`config.mk`:
```
export PLATFORM = sky130hd
export DESIGN_NAME = spi_tx_feed
export DESIGN_NICKNAME = d
export VERILOG_FILES = /design/src/rtl/spi_tx_feed.sv
export SDC_FILE = /design/constraint.sdc
export NUM_CORES = 1
export LEC_CHECK = 0
export CAP_MARGIN = 20
export CORE_ASPECT_RATIO = 0.9
export CORE_MARGIN = 2
export CORE_UTILIZATION = 58
export CTS_BUF_LIST = sky130_fd_sc_hd__clkbuf_16
export DETAILED_ROUTE_END_ITERATION = 6
export PLACE_DENSITY = 0.8
export SLEW_MARGIN = 20
export SYNTH_ARGS = -nofsm -noshare
export SYNTH_HDL_FRONTEND = slang
export SYNTH_SLANG_ARGS = --single-unit
```
`constraint.sdc`:
```
create_clock -name i_clock -period 3.6 [get_ports i_clock]
set_clock_uncertainty 0.1 [all_clocks]
set_input_delay 0.36 -clock i_clock [delete_from_list [all_inputs] [get_ports i_clock]]
set_output_delay 0.36 -clock i_clock [all_outputs]
set_load 0.01 [all_outputs]
```
`src/rtl/spi_tx_feed.sv`:
```
// Word FIFO feeding the SPI transmit shifter through a toggle load handshake.
// Serves the next word whenever the shifter's request differs from our ack.
module spi_tx_feed #(
    parameter int DEPTH = 8,
    localparam int LW = $clog2(DEPTH) + 1
) (
    input  logic          i_clock,
    input  logic          i_reset,
    input  logic          i_wr_en,
    input  logic [15:0]   i_wr_data,
    input  logic          i_load_req,
    input  logic          i_clr_flags,
    output logic [15:0]   o_data,
    output logic          o_load_ack,
    output logic [LW-1:0] o_level,
    output logic          o_empty,
    output logic          o_full,
    output logic          o_overflow,
    output logic          o_underrun
);

    localparam int AW = $clog2(DEPTH);
    localparam logic [LW-1:0] FULL_LEVEL = LW'(DEPTH);

    logic [15:0]   r_mem [DEPTH];
    logic [AW-1:0] r_wr_ptr;
    logic [AW-1:0] r_rd_ptr;
    logic [LW-1:0] r_level;
    logic [15:0]   r_data;
    logic          r_ack;
    logic          r_overflow;
    logic          r_underrun;
    logic          r_served;

    logic w_pend;
    logic w_empty;
    logic w_full;
    logic w_serve;
    logic w_write;
    logic w_ovf_set;
    logic w_unr_set;

    always_comb begin
        w_pend    = (i_load_req != r_ack);
        w_empty   = (r_level == '0);
        w_full    = (r_level == FULL_LEVEL);
        w_serve   = w_pend & ~w_empty;
        w_write   = i_wr_en & ~w_full;
        w_ovf_set = i_wr_en & w_full;
        // An idle shifter straight out of reset is not starved yet.
        w_unr_set = w_pend & w_empty & r_served;
    end

    always_ff @(posedge i_clock) begin
        if (w_write) begin
            r_mem[r_wr_ptr] <= i_wr_data;
        end
    end

    always_ff @(posedge i_clock or posedge i_reset) begin
        if (i_reset) begin
            r_wr_ptr   <= '0;
            r_rd_ptr   <= '0;
            r_level    <= '0;
            r_data     <= '0;
            r_ack      <= 1'b1;
            r_overflow <= 1'b0;
            r_underrun <= 1'b0;
            r_served   <= 1'b0;
        end else begin
            if (w_write) begin
                r_wr_ptr <= r_wr_ptr + AW'(1);
            end
            if (w_serve) begin
                r_data   <= r_mem[r_rd_ptr];
                r_rd_ptr <= r_rd_ptr + AW'(1);
                r_ack    <= i_load_req;
                r_served <= 1'b1;
            end
            case ({w_write, w_serve})
                2'b10:   r_level <= r_level + LW'(1);
                2'b01:   r_level <= r_level - LW'(1);
                default: r_level <= r_level;
            endcase
            r_overflow <= (r_overflow & ~i_clr_flags) | w_ovf_set;
            r_underrun <= (r_underrun & ~i_clr_flags) | w_unr_set;
        end
    end

    always_comb begin
        o_data     = r_data;
        o_load_ack = r_ack;
        o_level    = r_level;
        o_empty    = w_empty;
        o_full     = w_full;
        o_overflow = r_overflow;
        o_underrun = r_underrun;
    end

endmodule

```
* Word level (Yosys, flattened, before mapping)
Memories as Yosys holds them, arrays and structs flattened. A register that Yosys moved wholly into a read port is not among the register bits. Cells that the tools add are included. W data, S select, Z words.
Word-level totals: register bits 14, memories kept 1, output and inout port bits 25, word-level logic and storage cells 33, memory bits (writable) 128
Memory list:
- r_mem | words 8, bits a word 16, rd ports 1, clocked after Yosys merged registers in 1, write ports 1, RTL line 25 | logic [15:0] r_mem [DEPTH];
Operators by class: multiplexer cells 3, reduce and logical (&&, ||, !) cells 2, bitwise gates (word level) 12, $add $sub $neg 4, equality and inequality tests 4
Operators by type and width (number):
- $pmux W4 S2 | 1
- $and A1 B1 Y1 | 7
- $add A3 B1 Y3 const B | 2
- $add A4 B1 Y4 const B | 1
- $eq A4 B4 Y1 const B | 1
- $logic_not A4 Y1 | 1
- $sub A4 B1 Y4 const B | 1
- $not A1 Y1 | 3
- $eq A2 B1 Y1 const B | 1
- $eq A2 B2 Y1 const B | 1
- $mux W1 | 2
- $or A1 B1 Y1 | 2
- $reduce_bool A2 Y1 | 1
- $ne A1 B1 Y1 | 1

* Logic depth before layout (Yosys ltp)
Gate-level depths: netlist of run 1.
depth in word-level cells 5, depth in mapped cells 12, mapped depth without buffers 10

* Worst setup path after synthesis of run 1
No wires, ideal clock.
path kind register to register, start point reg r_level[3] (netlist: o_level[3]), end point mem r_mem[0][0], enable pin, clock period less this slack 2.722 ns, data arrival time 2.213 ns, library setup time 0.409 ns, cell stages (with the launch flop) 5, setup slack 0.878 ns, cell sequence dfrtp_1 -> nor4b_2 -> nor2b_1 -> nand2b_1 -> nor3_1
On the way: word-level cells in the longest chain between the ends 5
RTL lines:
- from (decl) | RTL line 28 | logic [LW-1:0] r_level;
- from (signal assigned) | RTL line 81 | 2'b10: r_level <= r_level + LW'(1);
- from (signal assigned) | RTL line 82 | 2'b01: r_level <= r_level - LW'(1);
- from (signal assigned) | RTL line 83 | default: r_level <= r_level;
- $eq A4 B4 Y1 | RTL line 46 | w_full = (r_level == FULL_LEVEL);
- via o_full | RTL line 17 | output logic o_full,
- $not A1 Y1 | RTL line 48 | w_write = i_wr_en & ~w_full;
- $and A1 B1 Y1 | RTL line 48
- $mux W1 | RTL line 55 | if (w_write) begin
- $mux W1 (implied by the code) | RTL line 56 | r_mem[r_wr_ptr] <= i_wr_data;
- to (decl) | RTL line 25
The timed path passes the listed nets, and every way through them passes these cells.

* Worst setup path after layout of run 1
start point reg r_level[1] (netlist: o_level[1]), end point reg r_level[2] (netlist: o_level[2])
On the way: word-level cells in the longest chain between the ends 5, elaborated cells on any way between the ends 12, classes of those cells add/sub: 2; eq/ne: 3; mux: 1; bitwise: 4; reduce/logical: 2
RTL lines:
- $eq A4 B4 Y1 or $logic_not A4 Y1 (tied branches) | RTL line 46, 45
- $not A1 Y1, on equally long branches | RTL line 48, 47
- $and A1 B1 Y1, on equally long branches | RTL line 48, 47
- $eq A2 B1 Y1 or $eq A2 B2 Y1 (tied branches) | RTL line 80 | case ({w_write, w_serve})
- $pmux W4 S2 or $reduce_bool A2 Y1 (tied branches)
Several ways; a longest one is shown, not always the timed one. A chain may end at the register's enable or synchronous reset.

==> impl_results.md, run 1 <==
- Final min period: 2.54 ns
- CTS tree: built
- Min-delay worst type: in -> async
- Setup ws final: around 1.1 ns
- Delay-heaviest family, CP: flip-flops
- Layout cell share with drive strength beyond 1: 13.1%
- P&R area growth vs syn: 19.5%
- Sequential share of the synthesized area: roughly 74%
- CP Cell Sequence: nor4b_2 > nor2b_1 > inv_1 > ha_1 > xor2_1 > ha_1 > a21oi_1 > xor2_1 > nor2_1 > xor2_1
- Post-CTS Hold Fix Bufs: 0
- Status: complete, but fails checks
- Wire per inst: just over 20 um
- Final GP Congestion: 0.776
- Antenna Cells: 0
- Layer with the highest usage: met2
- Fill cells: 651
- Synth Flop Type: edfxtp_1
- Pre-CTS setup slack: 0.845 ns
- Post-Synth Simple-Gate Area: 6.57%
- Vias: around 3500
- Crit. End Element: flip-flop
- Vias per inst: 5.82
- Final Cycle Share: 70.6%
- Syn_nets: 412
- Worst-margin pin slew: 0.972 ns
- CP max-delay cell: dfrtp_1
- Met1 usage: a little under a third
- Failing checks: design-rule violations
- CP arrival: 2.74 ns
- Fraction of synthesized cell area in xor and xnor cells: roughly 1.3%
- Core ar.: 10300 um2
- Mux share of post-synthesis cell area: between 10% and 20%
- Critical Path Fanout Max: 9
- GRT Util Overall: 22.8%
- Worst vdd ir: 0.510 mV
- Async S/R FF share, synth: roughly a fifth
- Placed inst area: a little under 7000 um2
- Cell Count, Final, Fillers Out: 594
- Die Y: between 100 and 150 um
- IO Port Bufs: 45
- CTS Buf Count: 17
- Fin area: ~7400 um2
- Crit Path Category: reg -> reg
- WP buf/inv: 1
- Power consumption: 6.14 mW
- Die ar.: between 10000 and 15000 um2
- Worst Path Required: 3.80 ns
- Die Wd: 113 um
- Unrepaired setup endpoints after global routing: false
- Clock-pin slew on the worst setup and hold paths: 0.06 ns
- Sink Count: approximately 160
- Power Density: between 800 and 900 nW/um2
- Initial antenna violation count: 0
- Slowest stage delay, CP: 0.53 ns
- Placed insts: 561
- Vias in the first global route: 3613
- Compound-Gate Fraction of Synth Area: 4.42%
- DR pass1 iterations: 7
- Number of remaining DRC errors: 4
- Max_cap viols: 0
- Final setup fails: 0
- Syn Inst Count: 386
- Antenna Violating Nets Remaining: 0
- Main combinational cell family by area after synthesis: multiplexers
- Initial Utilization: 60.2%
- First-pass GRT wire length: ~19 mm
- H-tree depth: 4
- Worst-Skew Late Latency: 0.42 ns
- Gr ovfl total: 0
- Startpoint types: flip-flop
- Setup TNS: 0 ns
- Most frequent cells in the layout: edfxtp_1 (128), mux2i_1 (64), nand2_1 (46)
- Initial drt markers: 244
- Clock Path Buffers: 2
- Post-synth EDFFs: 128
- Largest cells by area after synthesis: edfxtp_1 (62%), dfrtp_1 (12%), mux2i_1 (10%)
- Cell mode on critical path: xor2_1
- Fin nets: approximately 480
- GRT met2 Usage: 36.0%
- Flip-flop and latch count after synthesis: between 150 and 200
- Share of the synthesized area in the top cell type: around three fifths
- Commonest non-fill, non-tap cell in the layout: edfxtp_1
- Largest net degree at the start of global routing: 67
- Synth unique cells: 31
- Avg Cell Area, Syn: 16.1 um2
- Root Buffer: clkbuf_16
- # Post-CTS Setup Buffers: 0
- Drt total wl: 12.1 mm
- Lkg Pwr: 2.82 nW
- PostCTS Resize Cnt: 0
- M3 GR Usage: 6.52%
- Dpl hpwl: 7.37 mm
- Slew HR: 34.9%
- Netlist Area Pre-Place: 6230 um2
- Max Freq: 0.393 GHz
- I/O pins: 46
- Hold Violations, Final: 0
- Slew Viols, Final: 0
- # rows: 35
- Post-synthesis adder-cell area fraction: 1.00%
- YS warnings: 0
- Area leader, netlist: edfxtp_1
-- cell type report --
class | instances | area [um2] | area share, %
Tap cell | 129 | 161 | 2.17
Multi-Input combinational cell | 205 | 1500 | 20.2
Inverter | 5 | 18.8 | 0.252
Clock inverter | 15 | 115 | 1.55
Clock buffer | 17 | 425 | 5.72
Sequential cell | 158 | 4600 | 61.8
Timing Repair Buffer | 65 | 621 | 8.34
-- flip-flops by register name, indices dropped and copies added, names as in the netlist --
| register | cells |
|---|---|
| o_load_ack | 1 |
| r_wr_ptr | 3 |
| o_level | 4 |
| o_overflow | 1 |
| r_served | 1 |
| r_rd_ptr | 3 |
| o_underrun | 1 |
| r_mem | 128 |
| o_data | 16 |
-- metal layers --
metal | vias up | part of all wire, %
met2 | 126 | 49
met4 | 0 | 1.7
met5 | - | 0
met3 | 21 | 6.4
met1 | 1718 | 43
li1 | 1590 | -
-- metrics by stage --
stage                     utilization [%]  hold WS [ns]
after floorplan                         -         0.334
after global placement               66.5         0.358
final                                72.0         0.332
after CTS                            71.7         0.378
after global routing                 72.0         0.400
after detailed placement             66.5         0.363
-- synthesized netlist by cell type, types with 3 or more instances --
library cell  number
a22oi_1           32
buf_2              5
buf_4              4
buf_6              4
clkbuf_1           4
dfrtp_1           29
edfxtp_1         128
ha_1               5
inv_1              4
mux2i_1           64
nand2_1           46
nand2b_1           5
nand3_1           17
nor2_1             9
nor2b_1            3
o21ai_0            3
xnor2_1            5
xor2_1             4
-- power breakdown --
| group | internal [mW] | switching, mW |
|---|---|---|
| clock | 0.891 | 0.730 |
| sequential | 2.37 | 0.294 |
| combinational | 0.870 | 0.981 |
-- final timing paths --
kind / start / cells past startpoint / endpoint / slack [ns]
max in group asynchronous: i_reset / 3 / r_rd_ptr[2] / 2.34
setup / recovery: o_level[1] / 10 / o_level[2] / 1.06
hold / removal: i_reset / 2 / o_overflow / 0.33
hold reg to reg: o_data[5] / 2 / o_data[5] / 0.37
min in group i_clock: o_data[5] / 2 / o_data[5] / 0.37
setup reg to reg: o_level[1] / 10 / o_level[2] / 1.06
-- kinds of logic (layout without fill, tap and decap cells) --
kind of cell               after synthesis  after routing
AOI/OAI and AO/OA                       38             38
xor gates and xnor gates                 9              9
adders and majority gates                5              5
buffers and inverters                   23            102
DFF                                    158            158
muxes                                   66             66
and+or+nand+nor                         87             87
-- worst reg2reg max path, stage by stage (launching register included) --
cell and delay, ns:
dfrtp_1 0.53, nor4b_2 0.12, nor2b_1 0.34, inv_1 0.16, ha_1 0.28, xor2_1 0.17
ha_1 0.19, a21oi_1 0.14, xor2_1 0.18, nor2_1 0.07, xor2_1 0.14
No activity file was read; power rests on OpenSTA's default activity.
==> run 2, diff against run 1 <==
Clock period 3.6 ns to 2.5 ns, I/O delays scaled along.
==> impl_results.md, run 2 (same netlist as run 1, synthesis figures left out) <==
- Initial Utilization: 60.2%
- Antenna Violating Nets Remaining: 0
- PostCTS Resize Cnt: 0
- Gr ovfl total: 0
- Unrepaired setup endpoints after global routing: false
- Dpl hpwl: roughly 7.3 mm
- CP arrival: around 2.5 ns
- Failing checks: design-rule violations
- Worst Path Required: 2.69 ns
- Fin nets: 486
- Root Buffer: clkbuf_16
- I/O pins: 46
- Clock Path Buffers: 2
- R2R depth: 10
- Status: complete, but fails checks
- Max Freq: 0.428 GHz
- Lkg Pwr: 2.86 nW
- Crit Path Category: reg -> reg
- Worst vdd ir: between 0.6 and 0.7 mV
- Hold Violations, Final: 0
- Power consumption: 9.04 mW
- Max_cap viols: 0
- Post-CTS Hold Fix Bufs: 0
- Utilization after layout: 72.8%
- Drt total wl: 12.4 mm
- Worst-Skew Late Latency: 0.41 ns
- Min-delay worst type: in -> async
- Crit. End Element: flip-flop
- Critical Path Fanout Max: 7
- Initial drt markers: 230
- Vias: 3456
- P&R area growth vs syn: 20.9%
- Startpoint types: flip-flop
- First-pass GRT wire length: ~19 mm
- IO Port Bufs: 45
- Initial antenna violation count: 0
- Vias per inst: 5.74
- CTS tree: built
- # Post-CTS Setup Buffers: 0
- Worst-margin pin slew: between 0.5 and 0.6 ns
- Setup TNS: 0 ns
- Fill cells: ~630
- Clock-pin slew on the worst setup and hold paths: roughly 0.06 ns
- Core ar.: ~10000 um2
- Slew HR: 66.1%
- Final min period: 2.34 ns
- Sink Count: ~160
- CTS Buf Count: 17
- Biggest register: r_mem
- Largest net degree at the start of global routing: 27
- Register area: between 4000 and 5000 um2
- Final Cycle Share: 93.4%
- Die ar.: 11600 um2
- H-tree depth: 4
- Max reg flops: 128
- Antenna Cells: 0
- Wire per inst: roughly 21 um
- Commonest non-fill, non-tap cell in the layout: edfxtp_1
- Die Y: 102 um
- Vias in the first global route: 3585
- Power Density: between 1000 and 1500 nW/um2
- Die Wd: 113 um
- Most frequent cells in the layout: edfxtp_1 (128), mux2i_1 (64), nand2_1 (46)
- DR pass1 iterations: 6
- GRT Util Overall: a little under a quarter
- Final GP Congestion: about 0.76
- Multi-input gate area: 1510 um2
- Final setup fails: 0
- Slew Viols, Final: 0
- Layout cell share with drive strength beyond 1: 14.8%
- Number of remaining DRC errors: 5
- # rows: 35
[run 2: per-layer routing]
layer	part of all wire, %	vias to the layer above	global-route usage, %
li1	-	1606	-
met1	41	1711	28.2
met2	51	123	39.0
met3	6.4	16	6.05
met4	1.6	0	9.38
met5	0	-	0
[run 2: layout make-up]
cell class              instances  share of cell area (%)
clock inverters                15                    1.80
flip-flops and latches        158                    61.1
repair buffers                 73                    8.95
clock buffers                  17                    5.65
inverters                       5                   0.249
multi-input cells             205                    20.1
well taps                     129                    2.14
[run 2: worst paths after layout]
check / start / endpoint / slack (ns)
worst max-delay path: o_level[0] / o_level[2] / 0.16
worst min-delay path: i_reset / o_underrun / 0.03
worst max register to register: o_level[0] / o_level[2] / 0.16
worst min register to register: o_data[6] / o_data[6] / 0.37
max in group asynchronous: i_reset / o_load_ack / 1.66
min in group i_clock: i_wr_en / o_overflow / 0.34
[run 2: through the flow]
stage | instances | setup WS (ns) | cell area, um2 | hold WS [ns]
final | 602 | 0.164 | 7520 | 0.0273
after global routing | 602 | 0.0126 | 7520 | 0.0536
after CTS | 602 | 0.150 | 7520 | 0.0252
after detailed placement | 570 | 0.0349 | 6960 | 0.363
after global placement | 570 | 0.0869 | 6960 | 0.359
after floorplan | 386 | 0.00531 | 6240 | 0.240
[run 2: worst max-delay path: stages (launching register included)]
cell and delay, ns:
dfrtp_2 0.48, nor4_4 0.36, or2b_1 0.18, inv_2 0.06, ha_2 0.19, xor2_1 0.14, ha_1 0.17, a21oi_1 0.15
xor2_1 0.17, nor2_1 0.07, xor2_1 0.14
[run 2: report_power, final]
part	internal, mW	switching (mW)	total [mW]
clock network	1.38	1.05	2.43
registers	3.41	0.406	3.82
logic	1.32	1.47	2.79
